### config.mk
export PLATFORM = sky130hd
export DESIGN_NAME = wb_bus_arbiter
export DESIGN_NICKNAME = d
export VERILOG_FILES = /design/src/rtl/wb_bus_arbiter.sv
export SDC_FILE = /design/constraint.sdc
export NUM_CORES = 1
export LEC_CHECK = 0
export CAP_MARGIN = 20
export CORE_AREA = 2 2 123 125
export DETAILED_ROUTE_END_ITERATION = 8
export DIE_AREA = 0 0 125 127
export DONT_BUFFER_PORTS = 1
export GPL_TIMING_DRIVEN = 0
export SLEW_MARGIN = 20
export SYNTH_ARGS = -nofsm -noshare
export SYNTH_HDL_FRONTEND = slang
export SYNTH_SLANG_ARGS = --single-unit
### constraint.sdc
create_clock -name clk -period 3.1 [get_ports clk]
set_clock_uncertainty 0.05 [all_clocks]
set_input_delay 0.62 -clock clk [delete_from_list [all_inputs] [get_ports clk]]
set_output_delay 0.62 -clock clk [all_outputs]
set_load 0.01 [all_outputs]
### src/rtl/wb_bus_arbiter.sv
`default_nettype none
// ============================================================================
// Module      : wb_bus_arbiter
// Description : Two-master Wishbone B4 classic round-robin arbiter with a
//               per-transfer ack watchdog that terminates hung cycles.
// Revision    : 1.0 - initial release
// ============================================================================
module wb_bus_arbiter #(
  parameter int TIMEOUT = 255,
  parameter int CNT_W   = 16
) (
  input  logic        clk,
  input  logic        rst,
  // instruction master
  input  logic        i_cyc,
  input  logic        i_stb,
  input  logic        i_we,
  input  logic [31:0] i_adr,
  input  logic [31:0] i_dat_w,
  input  logic [3:0]  i_sel,
  output logic        i_ack,
  output logic        i_err,
  output logic [31:0] i_dat_r,
  // data master
  input  logic        d_cyc,
  input  logic        d_stb,
  input  logic        d_we,
  input  logic [31:0] d_adr,
  input  logic [31:0] d_dat_w,
  input  logic [3:0]  d_sel,
  output logic        d_ack,
  output logic        d_err,
  output logic [31:0] d_dat_r,
  // shared bus
  output logic        m_cyc,
  output logic        m_stb,
  output logic        m_we,
  output logic [31:0] m_adr,
  output logic [31:0] m_dat_w,
  output logic [3:0]  m_sel,
  input  logic        m_ack,
  input  logic        m_err,
  input  logic [31:0] m_dat_r
);

  localparam logic [CNT_W-1:0] C_TIMEOUT = CNT_W'(TIMEOUT);

  typedef enum logic [1:0] {
    IDLE  = 2'd0,
    GNT_D = 2'd1,
    GNT_I = 2'd2
  } state_t;

  state_t           r_state;
  state_t           w_next_state;
  logic             r_last_d;      // 1: data master was granted most recently
  logic [CNT_W-1:0] r_cnt;
  logic             r_timed_out;

  logic w_gnt_d, w_gnt_i;
  logic w_d_req, w_i_req;
  logic w_sel_cyc, w_sel_stb;
  logic w_stb_live, w_timeout, w_kill;

  assign w_gnt_d = (r_state == GNT_D);
  assign w_gnt_i = (r_state == GNT_I);
  assign w_d_req = d_cyc & d_stb;
  assign w_i_req = i_cyc & i_stb;

  assign w_sel_cyc = (w_gnt_d & d_cyc) | (w_gnt_i & i_cyc);
  assign w_sel_stb = (w_gnt_d & d_cyc & d_stb) | (w_gnt_i & i_cyc & i_stb);

  // A terminating ack/err in the expiry cycle takes precedence over the watchdog.
  assign w_stb_live = w_sel_stb & ~r_timed_out;
  assign w_timeout  = w_stb_live & ~m_ack & ~m_err & (r_cnt == C_TIMEOUT);
  assign w_kill     = r_timed_out | w_timeout;

  assign m_cyc   = w_sel_cyc & ~w_kill;
  assign m_stb   = w_sel_stb & ~w_kill;
  assign m_we    = w_gnt_d ? d_we    : (w_gnt_i ? i_we    : 1'b0);
  assign m_adr   = w_gnt_d ? d_adr   : (w_gnt_i ? i_adr   : 32'd0);
  assign m_dat_w = w_gnt_d ? d_dat_w : (w_gnt_i ? i_dat_w : 32'd0);
  assign m_sel   = w_gnt_d ? d_sel   : (w_gnt_i ? i_sel   : 4'd0);

  // Terminations arriving after a watchdog expiry belong to a dead cycle.
  assign i_ack   = w_gnt_i & m_ack & ~r_timed_out;
  assign d_ack   = w_gnt_d & m_ack & ~r_timed_out;
  assign i_err   = w_gnt_i & ((m_err & ~r_timed_out) | w_timeout);
  assign d_err   = w_gnt_d & ((m_err & ~r_timed_out) | w_timeout);
  assign i_dat_r = m_dat_r;
  assign d_dat_r = m_dat_r;

  always_comb begin
    w_next_state = r_state;
    case (r_state)
      IDLE: begin
        if (w_d_req && (!w_i_req || !r_last_d)) begin
          w_next_state = GNT_D;
        end else if (w_i_req) begin
          w_next_state = GNT_I;
        end
      end
      GNT_D:   if (!d_cyc) w_next_state = IDLE;
      GNT_I:   if (!i_cyc) w_next_state = IDLE;
      default: w_next_state = IDLE;
    endcase
  end

  always_ff @(posedge clk or negedge rst) begin
    if (!rst) begin
      r_state  <= IDLE;
      r_last_d <= 1'b0;
    end else begin
      r_state <= w_next_state;
      if (r_state == IDLE && w_next_state == GNT_D) begin
        r_last_d <= 1'b1;
      end else if (r_state == IDLE && w_next_state == GNT_I) begin
        r_last_d <= 1'b0;
      end
    end
  end

  always_ff @(posedge clk or negedge rst) begin
    if (!rst) begin
      r_cnt       <= '0;
      r_timed_out <= 1'b0;
    end else begin
      if (r_state == IDLE || !m_stb || m_ack || m_err) begin
        r_cnt <= '0;
      end else begin
        r_cnt <= r_cnt + 1'b1;
      end
      if (r_state == IDLE) begin
        r_timed_out <= 1'b0;
      end else if (w_timeout) begin
        r_timed_out <= 1'b1;
      end
    end
  end

endmodule
`default_nettype wire

==> flow_summary.yaml <==
outcome:
  status: "finished clean"
timing:
  hold_viol: 0
  fin_crit_sh_pct: 95.5
  slew_headroom_pct: 67.1
  fin_tns_setup_ns: 0
  slew_violations: 0
  setup_viol: 0
  tightest_slew_ns: 0.494
  grt_setup_unrepaired: "false"
  fmax_mhz: 338
  period_needed_ns: 2.96
place:
  hpwlAfterDp_um: 12000
  placed_area_um2: 2450
  port_buffers: 0
  gp_congestion: 0.865
drt:
  vias_per_cell: 4.93
  drt-total-wl_um: 13300
  ant_nets: 0
  vias: 2224
  route.detailed.drc: 0
  dr.pass1.iters: 4
  wire_per_inst_um: 29.5
  drt_iter0_markers: 137
yosys:
  synth_adder_area_share_pct: 0.564
  synth_top_family_by_area: "compound AO/OA/AOI/OAI gates"
  yosysWarnings: 0
  async_reset_ff_share_pct: 100
  syn_area_um2: 2220
  yosysTopAreaCellShare_pct: 27.3
  avgSynthCellArea_um2: 8.43
  synth-main-ff-cell: "dfrtp_1"
  synth.area.mux_share_pct: 0
  synth_nets: 442
  synthCells: 263
  ys_seq_area_share_pct: 22.6
  synth_top_area_cell: "a22o_1"
  synth-edff-count: 0
  yosysUniqueCellTypes: 33
  synth_seq_cells: 20
  synth_compound_area_share_pct: 31.1
  synth_area_leaders: "a22o_1, dfrtp_1, buf_4, xnor2_1, clkbuf_1"
  synth_xor_xnor_area_share_pct: 5.14
  synth-simple-area-share_pct: 15.1
clock_tree:
  htree_num_levels: 1
  clkSinkCount: 20
  cts_resized: 2
  cts_root_buf: "clkbuf_16"
  clk_pin_slew_ns: 0.06
  clockBufferDepth: 2
  cts_buffers: 3
  post_cts_buffers: 0
  hold_buffers: 0
  cts_tree: "built"
  clkLatencyLatePin_ns: 0.26
setup_path:
  crit_required_ns: 2.43
  cp-end-kind: "output port"
  critPathMaxFanout: 5
  critPathKind: "register to output port"
  rr_worst_depth: 5
  crit_arrival_ns: 2.29
  slowest_stage: "or4_1"
  crit_chain: "or4_1 > or4_4 > or2_4 > a21boi_2"
  critPathMaxStageDelay_ns: 0.53
  crit_path_start_kind: "register"
die:
  die_w_um: 125
  core-area_um2: 14400
  pin_count: 317
  die_y_um: 127
  dieArea_um2: 15900
  start_util_pct: 15.4
  num_rows: 44
pwr:
  powerDensity_nw_per_um2: 414
  power.leakage_nw: 1.04
  ir_drop_v: 0.000160
final_layout:
  final_area_um2: 2540
  nets: 447
  drive_above_1_share_pct: 28.5
  antenna_cells: 0
  final_cell_mix: "a22o_1, buf_4, dfrtp_1"
  synthToLayoutAreaGrowth_pct: 14.7
  final_common_cell: "a22o_1"
grt:
  grt_pass1_wl_um: 16500
  track_usage_pct: 14.9
  grt_overflow: 0
  grt_antenna_before_repair: 0
  grt_pass1_vias: 2003
  grt_max_degree: 21
min_path:
  hp-class: "input pin to asynchronous set/reset pin"
job:
  drv_cap: 0
## worst paths after layout
check / slack (ns) / startpoint / endpoint
min in group clk: 0.41 / r_cnt[0]$_DFF_PN0_ / r_cnt[0]$_DFF_PN0_
hold reg to reg: 0.41 / r_cnt[0]$_DFF_PN0_ / r_cnt[0]$_DFF_PN0_
setup / recovery: 0.14 / r_cnt[12]$_DFF_PN0_ / i_err
setup reg to reg: 1.04 / r_cnt[12]$_DFF_PN0_ / r_cnt[11]$_DFF_PN0_
hold / removal: 0.006 / rst / r_cnt[2]$_DFF_PN0_
max in group asynchronous: 2.91 / rst / r_cnt[9]$_DFF_PN0_
## report_power, final
part           total [W]  switching (W)  internal (W)
clock network   0.000296      0.0000990      0.000197
logic           0.000484       0.000316      0.000169
registers       0.000272     0.00000338      0.000269
total            0.00105       0.000418      0.000634
## kinds of logic (layout without fill, tap and decap cells)
group	count (synthesis)	after routing
adders and majority gates	1	1
and+or+nand+nor	61	61
xor gates and xnor gates	13	13
DFF	20	20
buffers and inverters	86	90
AOI/OAI and AO/OA	82	82
## per-layer routing
| layer | wire length (um) | share of wire (%) | track usage, % |
|---|---|---|---|
| met1 | 4320 | 32 | 15.3 |
| met2 | 7050 | 53 | 27.9 |
| met3 | 1720 | 13 | 6.70 |
| met4 | 222 | 1.7 | 3.33 |
| met5 | 0 | 0 | 0 |
## area by class of cell
type                       instances  area (um2)
clock buffer                       4        88.8
inverter                           2        7.51
fill                            1652       11900
multi-input combinational        157        1150
tap                              184         230
buffer                            84         562
sequential                        20         500
## sequential cells by signal (all words and copies together), names as in the netlist
name	cells
r_cnt	16
r_timed_out	1
r_state	2
r_last_d	1
## cell usage after synthesis, types with 2 or more instances
cell type	count
o31ai_1	2
nand2_1	7
xor2_1	2
nand4_1	4
nand3_1	7
inv_1	2
xnor2_1	11
and3b_1	3
nand4b_1	2
a22o_1	69
nor3_1	4
or4_1	2
o21ai_0	3
nor2_1	17
buf_4	65
nor2b_1	2
clkbuf_1	19
a21boi_1	2
a21oi_1	3
nor4_1	5
dfrtp_1	20
## stage by stage
stage	setup WS [ns]	util [%]	std cells	hold WS (ns)	power [W]
CTS	0.0179	17.6	451	0.00298	0.00108
detailed placement	0.137	17.0	447	0.275	0.000778
finish	0.139	17.6	451	0.00586	0.00105
global route	0.0461	17.6	451	0.000319	0.00110
global placement	0.196	17.0	447	0.275	0.000774
floorplan	0.581	-	263	0.274	0.000629
## critical path: cells and delay by family (launching register included)
family	cells	cell delay [ns]
AO/OA/AOI/OAI	1	0.31
flip-flops	1	0.42
AND/OR/NAND/NOR	3	1.31
Note: power is estimated with default switching activity, not from simulation.
